==> config.mk <==
export PLATFORM = sky130hd
export DESIGN_NAME = agnus_bitplane_dma
export DESIGN_NICKNAME = d
export VERILOG_FILES = /design/src/rtl/agnus_bitplane_dma.sv
export SDC_FILE = /design/constraint.sdc
export NUM_CORES = 1
export LEC_CHECK = 0
export ABC_CLOCK_PERIOD_IN_PS = 11300
export BUFFER_PORTS_ARGS = -buffer_cell sky130_fd_sc_hd__buf_2
export CAP_MARGIN = 10
export CORE_MARGIN = 5
export CORE_UTILIZATION = 40
export DETAILED_ROUTE_END_ITERATION = 8
export SYNTH_ARGS = -nofsm -noshare
export SYNTH_HDL_FRONTEND = slang
export SYNTH_SLANG_ARGS = --single-unit
==> constraint.sdc <==
create_clock -name clk -period 11.3 [get_ports clk]
set_input_delay 2.825 -clock clk [delete_from_list [all_inputs] [get_ports clk]]
set_output_delay 2.825 -clock clk [all_outputs]
set_load 0.005 [all_outputs]
==> src/rtl/agnus_bitplane_dma.sv <==
// Agnus bitplane DMA sequencer: custom register decode, fetch-slot selection from beam
// position, per-plane chip-RAM pointers with post-increment and end-of-line modulo.
module agnus_bitplane_dma #(
    parameter int unsigned VSTART = 25
) (
    input  logic        clk,
    input  logic        reset,
    input  logic        clk7_en,
    input  logic        aga,
    input  logic        ecs,
    input  logic        a1k,
    input  logic        sof,
    input  logic        dmaena,
    input  logic [10:0] vpos,
    input  logic [8:0]  hpos,
    output logic        dma,
    input  logic [7:0]  reg_address_in,
    input  logic [15:0] data_in,
    output logic [7:0]  reg_address_out,
    output logic [19:0] address_out
);

    // Custom register word addresses (byte address >> 1)
    localparam logic [7:0] AddrDdfstrt = 8'h49;
    localparam logic [7:0] AddrDdfstop = 8'h4A;
    localparam logic [7:0] AddrBplcon0 = 8'h80;
    localparam logic [7:0] AddrBpl1mod = 8'h84;
    localparam logic [7:0] AddrBpl2mod = 8'h85;
    localparam logic [7:0] AddrBpl1dat = 8'h88;
    localparam logic [3:0] AddrPtrPage = 4'h7;

    logic mode_aga;
    logic mode_ecs;
    logic mode_ocs;

    assign mode_aga = aga & ~a1k;
    assign mode_ecs = ecs & ~a1k;
    assign mode_ocs = ~mode_aga & ~mode_ecs;

    // Register state; pointers hold word addresses [20:1]
    logic [19:0] ptr_q [8];
    logic [19:0] ptr_d [8];
    logic        hires_q;
    logic [3:0]  bpu_q;
    logic [7:0]  ddfstrt_q;
    logic [7:0]  ddfstop_q;
    logic [15:0] bpl1mod_q;
    logic [15:0] bpl2mod_q;

    logic [7:0]  ddf_mask;
    assign ddf_mask = mode_ocs ? 8'hFC : 8'hFE;

    // Effective plane count after chipset-dependent clamping
    logic [3:0] bpu_eff;
    always_comb begin
        bpu_eff = bpu_q;
        if (mode_aga) begin
            if (bpu_q > 4'd8) bpu_eff = 4'd8;
        end else if (hires_q && bpu_q > 4'd4) begin
            bpu_eff = 4'd4;
        end else if (bpu_q > 4'd6) begin
            bpu_eff = 4'd6;
        end
    end

    // Fetch window
    logic [7:0] cck;
    logic [7:0] ddf_span;
    logic [5:0] units;
    logic [8:0] win_end;
    logic [7:0] rel;
    logic [2:0] slot;
    logic [4:0] unit_idx;
    logic       active;
    logic       last_unit;

    assign cck       = hpos[8:1];
    assign ddf_span  = ddfstop_q - ddfstrt_q;
    assign units     = {1'b0, ddf_span[7:3]} + 6'd1;
    assign win_end   = {1'b0, ddfstrt_q} + {units, 3'b000};
    assign rel       = cck - ddfstrt_q;
    assign slot      = rel[2:0];
    assign unit_idx  = rel[7:3];
    assign last_unit = ({1'b0, unit_idx} == (units - 6'd1));

    assign active = dmaena & ~sof & (vpos >= 11'(VSTART)) & (ddfstop_q >= ddfstrt_q)
                  & (cck >= ddfstrt_q) & ({1'b0, cck} < win_end);

    // Plane assigned to the current slot offset
    logic [3:0] plane;
    always_comb begin
        plane = 4'd1;
        if (hires_q) begin
            case (slot[1:0])
                2'd0:    plane = 4'd4;
                2'd1:    plane = 4'd2;
                2'd2:    plane = 4'd3;
                default: plane = 4'd1;
            endcase
        end else begin
            case (slot)
                3'd0:    plane = 4'd8;
                3'd1:    plane = 4'd4;
                3'd2:    plane = 4'd6;
                3'd3:    plane = 4'd2;
                3'd4:    plane = 4'd7;
                3'd5:    plane = 4'd3;
                3'd6:    plane = 4'd5;
                default: plane = 4'd1;
            endcase
        end
    end

    logic       slot_used;
    logic [2:0] plane_idx;
    logic       final_fetch;
    logic [15:0] mod_sel;
    logic [19:0] mod_words;

    assign slot_used   = active & (plane <= bpu_eff);
    assign plane_idx   = 3'(plane - 4'd1);
    // Hires planes appear twice per unit; the second half holds the last one
    assign final_fetch = last_unit & (~hires_q | slot[2]);
    assign mod_sel     = plane_idx[0] ? bpl2mod_q : bpl1mod_q;
    assign mod_words   = {{5{mod_sel[15]}}, mod_sel[15:1]};

    // Pointer writes and post-increment
    logic       pt_wr;
    logic [2:0] pt_idx;

    assign pt_idx = reg_address_in[3:1];
    assign pt_wr  = clk7_en & (reg_address_in[7:4] == AddrPtrPage)
                  & (mode_aga | ~(pt_idx[2] & pt_idx[1]));

    always_comb begin
        for (int i = 0; i < 8; i++) begin
            ptr_d[i] = ptr_q[i];
        end
        if (clk7_en && hpos[0] && slot_used) begin
            ptr_d[plane_idx] = ptr_q[plane_idx] + 20'd1 + (final_fetch ? mod_words : 20'd0);
        end
        // CPU write to the same half overrides the increment
        if (pt_wr) begin
            if (reg_address_in[0]) begin
                ptr_d[pt_idx][14:0] = data_in[15:1];
            end else begin
                ptr_d[pt_idx][19:15] = data_in[4:0];
                if (mode_ocs) ptr_d[pt_idx][19:18] = 2'b00;
            end
        end
    end

    always_ff @(posedge clk or posedge reset) begin
        if (reset) begin
            for (int i = 0; i < 8; i++) begin
                ptr_q[i] <= '0;
            end
        end else begin
            for (int i = 0; i < 8; i++) begin
                ptr_q[i] <= ptr_d[i];
            end
        end
    end

    always_ff @(posedge clk or posedge reset) begin
        if (reset) begin
            hires_q   <= 1'b0;
            bpu_q     <= '0;
            ddfstrt_q <= '0;
            ddfstop_q <= '0;
            bpl1mod_q <= '0;
            bpl2mod_q <= '0;
        end else if (clk7_en) begin
            case (reg_address_in)
                AddrBplcon0: begin
                    hires_q <= data_in[15];
                    bpu_q   <= {mode_aga & data_in[4], data_in[14:12]};
                end
                AddrDdfstrt: ddfstrt_q <= data_in[7:0] & ddf_mask;
                AddrDdfstop: ddfstop_q <= data_in[7:0] & ddf_mask;
                AddrBpl1mod: bpl1mod_q <= {data_in[15:1], 1'b0};
                AddrBpl2mod: bpl2mod_q <= {data_in[15:1], 1'b0};
                default: ;
            endcase
        end
    end

    // Outputs
    always_comb begin
        dma             = 1'b0;
        reg_address_out = 8'hFF;
        address_out     = '0;
        if (slot_used) begin
            dma             = 1'b1;
            reg_address_out = AddrBpl1dat + {5'd0, plane_idx};
            address_out     = ptr_q[plane_idx];
        end
    end

endmodule

## Yosys cells after proc, flatten, opt, wreduce, memory -nomap -nowiden

Cells that the tools add are included.

- Add/subtract/negate cells: 9
- $lt $le $gt $ge: 12
- Equality and inequality tests: 15
- Multiplexer cells: 32
- Bitwise gates (word level): 25
- Reductions and logical operators: 12

Operators by type and width:

| operator | number |
|---|---|
| 160-bit bitwise mux | 4 |
| 160-bit two-way mux | 4 |
| 20-bit demux with 3-bit select | 4 |
| 20-bit two-way mux | 7 |
| 20-bit binary-select mux with 3-bit select | 1 |
| 4-bit one-hot mux with 7 select lines | 1 |
| 8-bit equality test, second input constant | 3 |
| 20-bit by 1-bit adder with 20-bit output, second input constant | 1 |
| 20-bit adder | 1 |
| 4-bit two-way mux | 5 |
| 8-bit by 7-bit equality test with 1-bit output, second input constant | 2 |
| 8-bit >= comparator | 2 |
| 16-bit two-way mux | 1 |
| 8-bit subtractor | 2 |
| 15-bit two-way mux | 1 |
| 1-bit AND | 14 |
| 11-bit by 5-bit >= comparator with 1-bit output, second input constant | 1 |
| 2-bit AND reduction | 5 |
| 8-bit by 9-bit adder with 9-bit output | 1 |
| 3-bit equality test, second input constant | 3 |
| 8-bit by 9-bit less-than comparator with 1-bit output | 1 |
| 3-bit one-hot mux with 3 select lines | 1 |
| 8-bit by 3-bit adder with 8-bit output, first input constant | 1 |
| 8-bit AND | 1 |
| other kinds (23) | 38 |

- Register bits after elaboration: 211
- Bits of input ports: 52
- Output and inout bits: 29
- Logic and storage cells: 119

## Depth between registers and ports, before layout

- Depth in word-level cells: 18
- Depth in mapped cells: 27
- Mapped depth without buffers: 25

## Worst setup path before layout

Ideal clock, no wire load.

- Path kind: in2out
- Start: in hpos[2]
- End: out reg_address_out[5]
- Data arrival time: 7.479 ns
- Required time: 8.475 ns
- Setup slack: 0.996 ns
- Cell stages on the path: 21
- Path buffers: 5
- Path through: inv_1 > ha_1 > clkbuf_1 > inv_1 > ha_1 > nor2_1 > a21oi_1 > a21oi_1 > inv_2 > clkbuf_1 > clkbuf_1 > ha_1 > nor2b_1 > o21a_1 > o21a_1 > o21ai_0 > o2111ai_1 > a211oi_1 > nand2_2 > clkbuf_1 > buf_4

- Cells in the longest elaborated chain, start to end: 7
- Elaborated cells between the ends (all ways): 23
- Classes of those cells: add/sub: 3; order compare: 3; eq/ne: 8; mux: 4; bitwise: 3; reduce/logical: 2

Ends and longest elaborated chain:

| element | RTL line | text |
|---|---|---|
| from (decl) | 15 | `input logic [8:0] hpos,` |
| 8-bit subtractor | 81 | `assign rel = cck - ddfstrt_q;` |
| 3-bit equality test (tied with other cells) | 101 | `case (slot)` |
| 4-bit one-hot mux with 7 select lines / 3-bit one-hot mux with 3 select lines (equally long branches) | 101, 94 |  |
| 4-bit two-way mux | 93 | `if (hires_q) begin` |
| 3-bit by 1-bit subtractor with 3-bit output / 4-bit less-or-equal comparator (equally long branches) | 121, 120 |  |
| 8-bit by 3-bit adder with 8-bit output / 1-bit AND (equally long branches) | 195, 120 |  |
| 8-bit two-way mux * | 193 | `if (slot_used) begin` |
| to (decl) | 19 | `output logic [7:0] reg_address_out,` |

Every way passes the cells marked *; elsewhere a longest branch is shown, timed or not.

## Final worst setup path

- Start: in hpos[2]
- End: out reg_address_out[2]

Same word-level chain as after synthesis.

==> metrics.md <==
| Metric | Value |
|---|---|
| Register Area | 0.00523 sq mm |
| # placed instances | 1948 |
| Total CTS buffers | 24 |
| RSZ-0062 raised after global routing | false |
| Startpoint types | input pin |
| Max-cap violations | 0 |
| Multi-input gate area in the final layout | 0.00764 sq mm |
| Share of cells above drive strength 1 | 0.150 |
| Critical path, cell by cell | buf_2 > inv_1 > ha_1 > inv_1 > ha_1 > nor2_1 > mux2_2 > o21ai_0 > ha_1 > nor2b_1 > o21a_1 > o21a_1 > o21ai_0 > o2111ai_1 > a211oi_2 > buf_4 > nand2_2 > clkinv_1 > o21ai_0 > buf_2 |
| Count leader, synth | nand2_1 |
| Pre-Repair DR Iteration Count | 5 |
| Post-DRT Antenna Nets | 0 |
| Cell row count | 66 |
| Hold path cells | 2 |
| Area Growth Syn to Fin | 12.1% |
| Synthesis-stage register bit count | 209 |
| Critical path's largest stage delay | 520 ps |
| Worst Max-Slew Pin Slew | 1270 ps |
| Placed inst area | 0.0142 sq mm |
| R2R Path Start | ddfstrt_q[1] |
| CP Class | input pin to output pin |
| Final Hold Viols | 0 |
| Endpoint, Worst Hold | ddfstop_q[1] |
| Design area | 0.0150 sq mm |
| Hold buffer count at CTS | 0 |
| Die area | 0.0371 sq mm |
| Clock latency on the worst-skew pair | 530 ps |
| Port bufs | 78 |
| Dominant synthesized flop cell | dfrtp_1 |
| Slowest cell on crit path | ha_1 |
| Clk_skew | 14.0 ps |
| Distinct cells, synth | 75 |
| Crit. End Element | output pin |
| Final TNS setup | 0 ps |
| Total GRT Usage | 0.230 |
| Initial drt markers | 1091 |
| P_leak | 7.24 nW |
| Number of synthesized flops with an enable pin | 0 |
| Clock tree buffer depth | 3 |
| Fraction of registers with async set/reset | 1.00 |
| Io pins | 81 |
| Initial core utilization | 0.408 |
| Diodes inserted | 0 |
| FMAX | 100 MHz |
| Total gr overflow | 0 |
| Cell Count, Final, Fillers Out | 1992 |
| Register area share after synthesis | 0.392 |
| # clock sinks | 209 |
| Initial antenna violation count | 0 |
| Buf/Inv on CP | 6 |
| Clock transition at path regs | 60 ps |
| Nets | 1640 |
| H-tree Lvls | 1 |
| FF-to-FF setup slack | 3970 ps |
| WL final | 43.1 mm |
| Post-CTS setup repair buffer count | 0 |
| Vias per cell | 5.76 |
| Post-cts resize count | 0 |
| Synthesized area per cell | 8.90 sq um |
| Vias in the first global route | 11100 |
| Hold_sp | ddfstop_q[1] |
| Largest net degree at the start of global routing | 140 |
| Min Tclk post-route | 9960 ps |
| Setup-failing EPs final | 0 |
| Synth top area share | 0.392 |
| Filler instances | 3201 |
| Critical path's top delay family | buffers and inverters |
| Critical path data required time | 8480 ps |
| Commonest cells post-synth | nand2_1 (268), dfrtp_1 (209), mux2i_1 (148) |
| Yosys warning count | 0 |
| Cell count along the critical path | 20 |
| Global-route wire length before repair | 66.5 mm |
| Final GP Congestion | 0.869 |
| Cell taking the most area after synthesis | dfrtp_1 |
| Die Y | 193 um |
| Max Fanout on Critical Path | 20 |
| Top cells by area, synth | dfrtp_1 (39%), mux2i_1 (11%), nand2_1 (7.5%) |
| Pwr dens | 137 mW/mm^2 |
| Post-Synthesis Cells | 1499 |
| Slew Viols, Final | 0 |
| Placed wire-length estimate | 28.9 mm |
| Slew Limit Headroom | 0.145 |
| DRC | 0 |
| Area of the core | 0.0327 sq mm |
| WL/cell | 21.6 um |
| CTS root buf | clkbuf_16 |
| Worst R2R End | ptr_q[38] |
| VDD IR-drop max | 0.120 mV |
| CTS tree | built |
| HP Class | flip-flop to flip-flop |
| Worst Path Arrival | 7140 ps |
| Die Wd | 193 um |
| Outcome | finished, final reports clean |
| Reg2Reg Depth | 22 |
| Total vias in the final route | 11500 |
| Synthesized area | 0.0133 sq mm |
| Period utilisation layout | 0.882 |
[metal layers]
| metal | track usage | routed length (um) | vias up |
|---|---|---|---|
| li1 | - | - | 5391 |
| met1 | 0.344 | 20000 | 5520 |
| met2 | 0.349 | 18500 | 484 |
| met3 | 0.0331 | 3320 | 78 |
| met4 | 0.0606 | 1170 | 0 |
| met5 | 0 | 0 | - |
[worst max path at each step]
| stage | end | from |
|---|---|---|
| after floorplan | reg_address_out[5] | hpos[2] |
| after global placement | address_out[12] | hpos[2] |
| after detailed placement | reg_address_out[2] | hpos[2] |
| after CTS | reg_address_out[2] | hpos[2] |
| after global routing | reg_address_out[2] | hpos[2] |
| final | reg_address_out[2] | hpos[2] |
[worst reg2reg max path: stages (launching register included)]
cell and delay [ps]:
dfrtp_1 410, ha_1 540, inv_1 220, ha_1 270, nor2_1 280, a21o_1 720
nor3_1 120, o21ai_2 840, o221ai_1 230, a211oi_1 360, ha_1 270, inv_1 70
fa_1 440, a21o_1 190, a21oi_1 220, o21bai_1 150, a31oi_1 370, a21oi_1 210
a21oi_1 230, a21oi_1 110, xor2_1 560, mux2i_1 210, mux2i_1 220
[cell type report]
cell class / instances / area share
clock buffers: 35 / 0.0469
multi-input cells: 1159 / 0.511
clock inverters: 9 / 0.00711
repair buffers: 107 / 0.0406
inverters: 31 / 0.00828
flip-flops and latches: 209 / 0.350
well taps: 442 / 0.0370
[report_power, final]
part           leakage [nW]  total, mW  internal [mW]  switching (mW)
clock                 0.403      0.802          0.477           0.325
sequential             2.87      0.835          0.804          0.0313
combinational          3.97      0.414          0.153           0.261
total                  7.24       2.05           1.43           0.617
[flip-flops by register name (all words and copies together), names as in the netlist]
| signal | flops |
|---|---|
| ddfstop_q | 7 |
| bpl1mod_q | 15 |
| ddfstrt_q | 7 |
| bpu_q | 4 |
| bpl2mod_q | 15 |
| ptr_q | 160 |
| hires_q | 1 |
[logic make-up after synthesis]
| group | share of synthesized area |
|---|---|
| other | 0.000281 |
| DFF | 0.392 |
| xor gates and xnor gates | 0.0232 |
| adders and majority gates | 0.0542 |
| AOI/OAI and AO/OA | 0.150 |
| muxes | 0.159 |
| buffers and inverters | 0.0400 |
| and+or+nand+nor | 0.181 |
[cells in the final DEF, fill, tap and decap left out, drive strengths merged, types with 7 or more instances in the layout]
master	n
a211oi	8
a21o	10
a21oi	78
a31oi	24
and3	28
buf	107
clkbuf	35
clkinv	8
dfrtp	209
ha	53
inv	30
mux2	57
mux2i	148
nand2	269
nand3	47
nor2	92
nor2b	17
nor3	33
nor4	7
o21a	8
o21ai	134
o221ai	19
o22ai	14
or3	7
xnor2	18
xor2	12
[per-stage QoR]
stage / power (mW) / worst slack (ps) / util / hold slack (ps)
after detailed placement: 1.26 / 1360 / 0.433 / 483
after global routing: 2.14 / 1010 / 0.458 / 512
after global placement: 1.25 / 1510 / 0.433 / 472
after floorplan: 1.13 / 996 / - / 450
final: 2.05 / 1340 / 0.458 / 502
after CTS: 2.06 / 1370 / 0.458 / 506
Note: power is estimated with default switching activity, not from simulation.
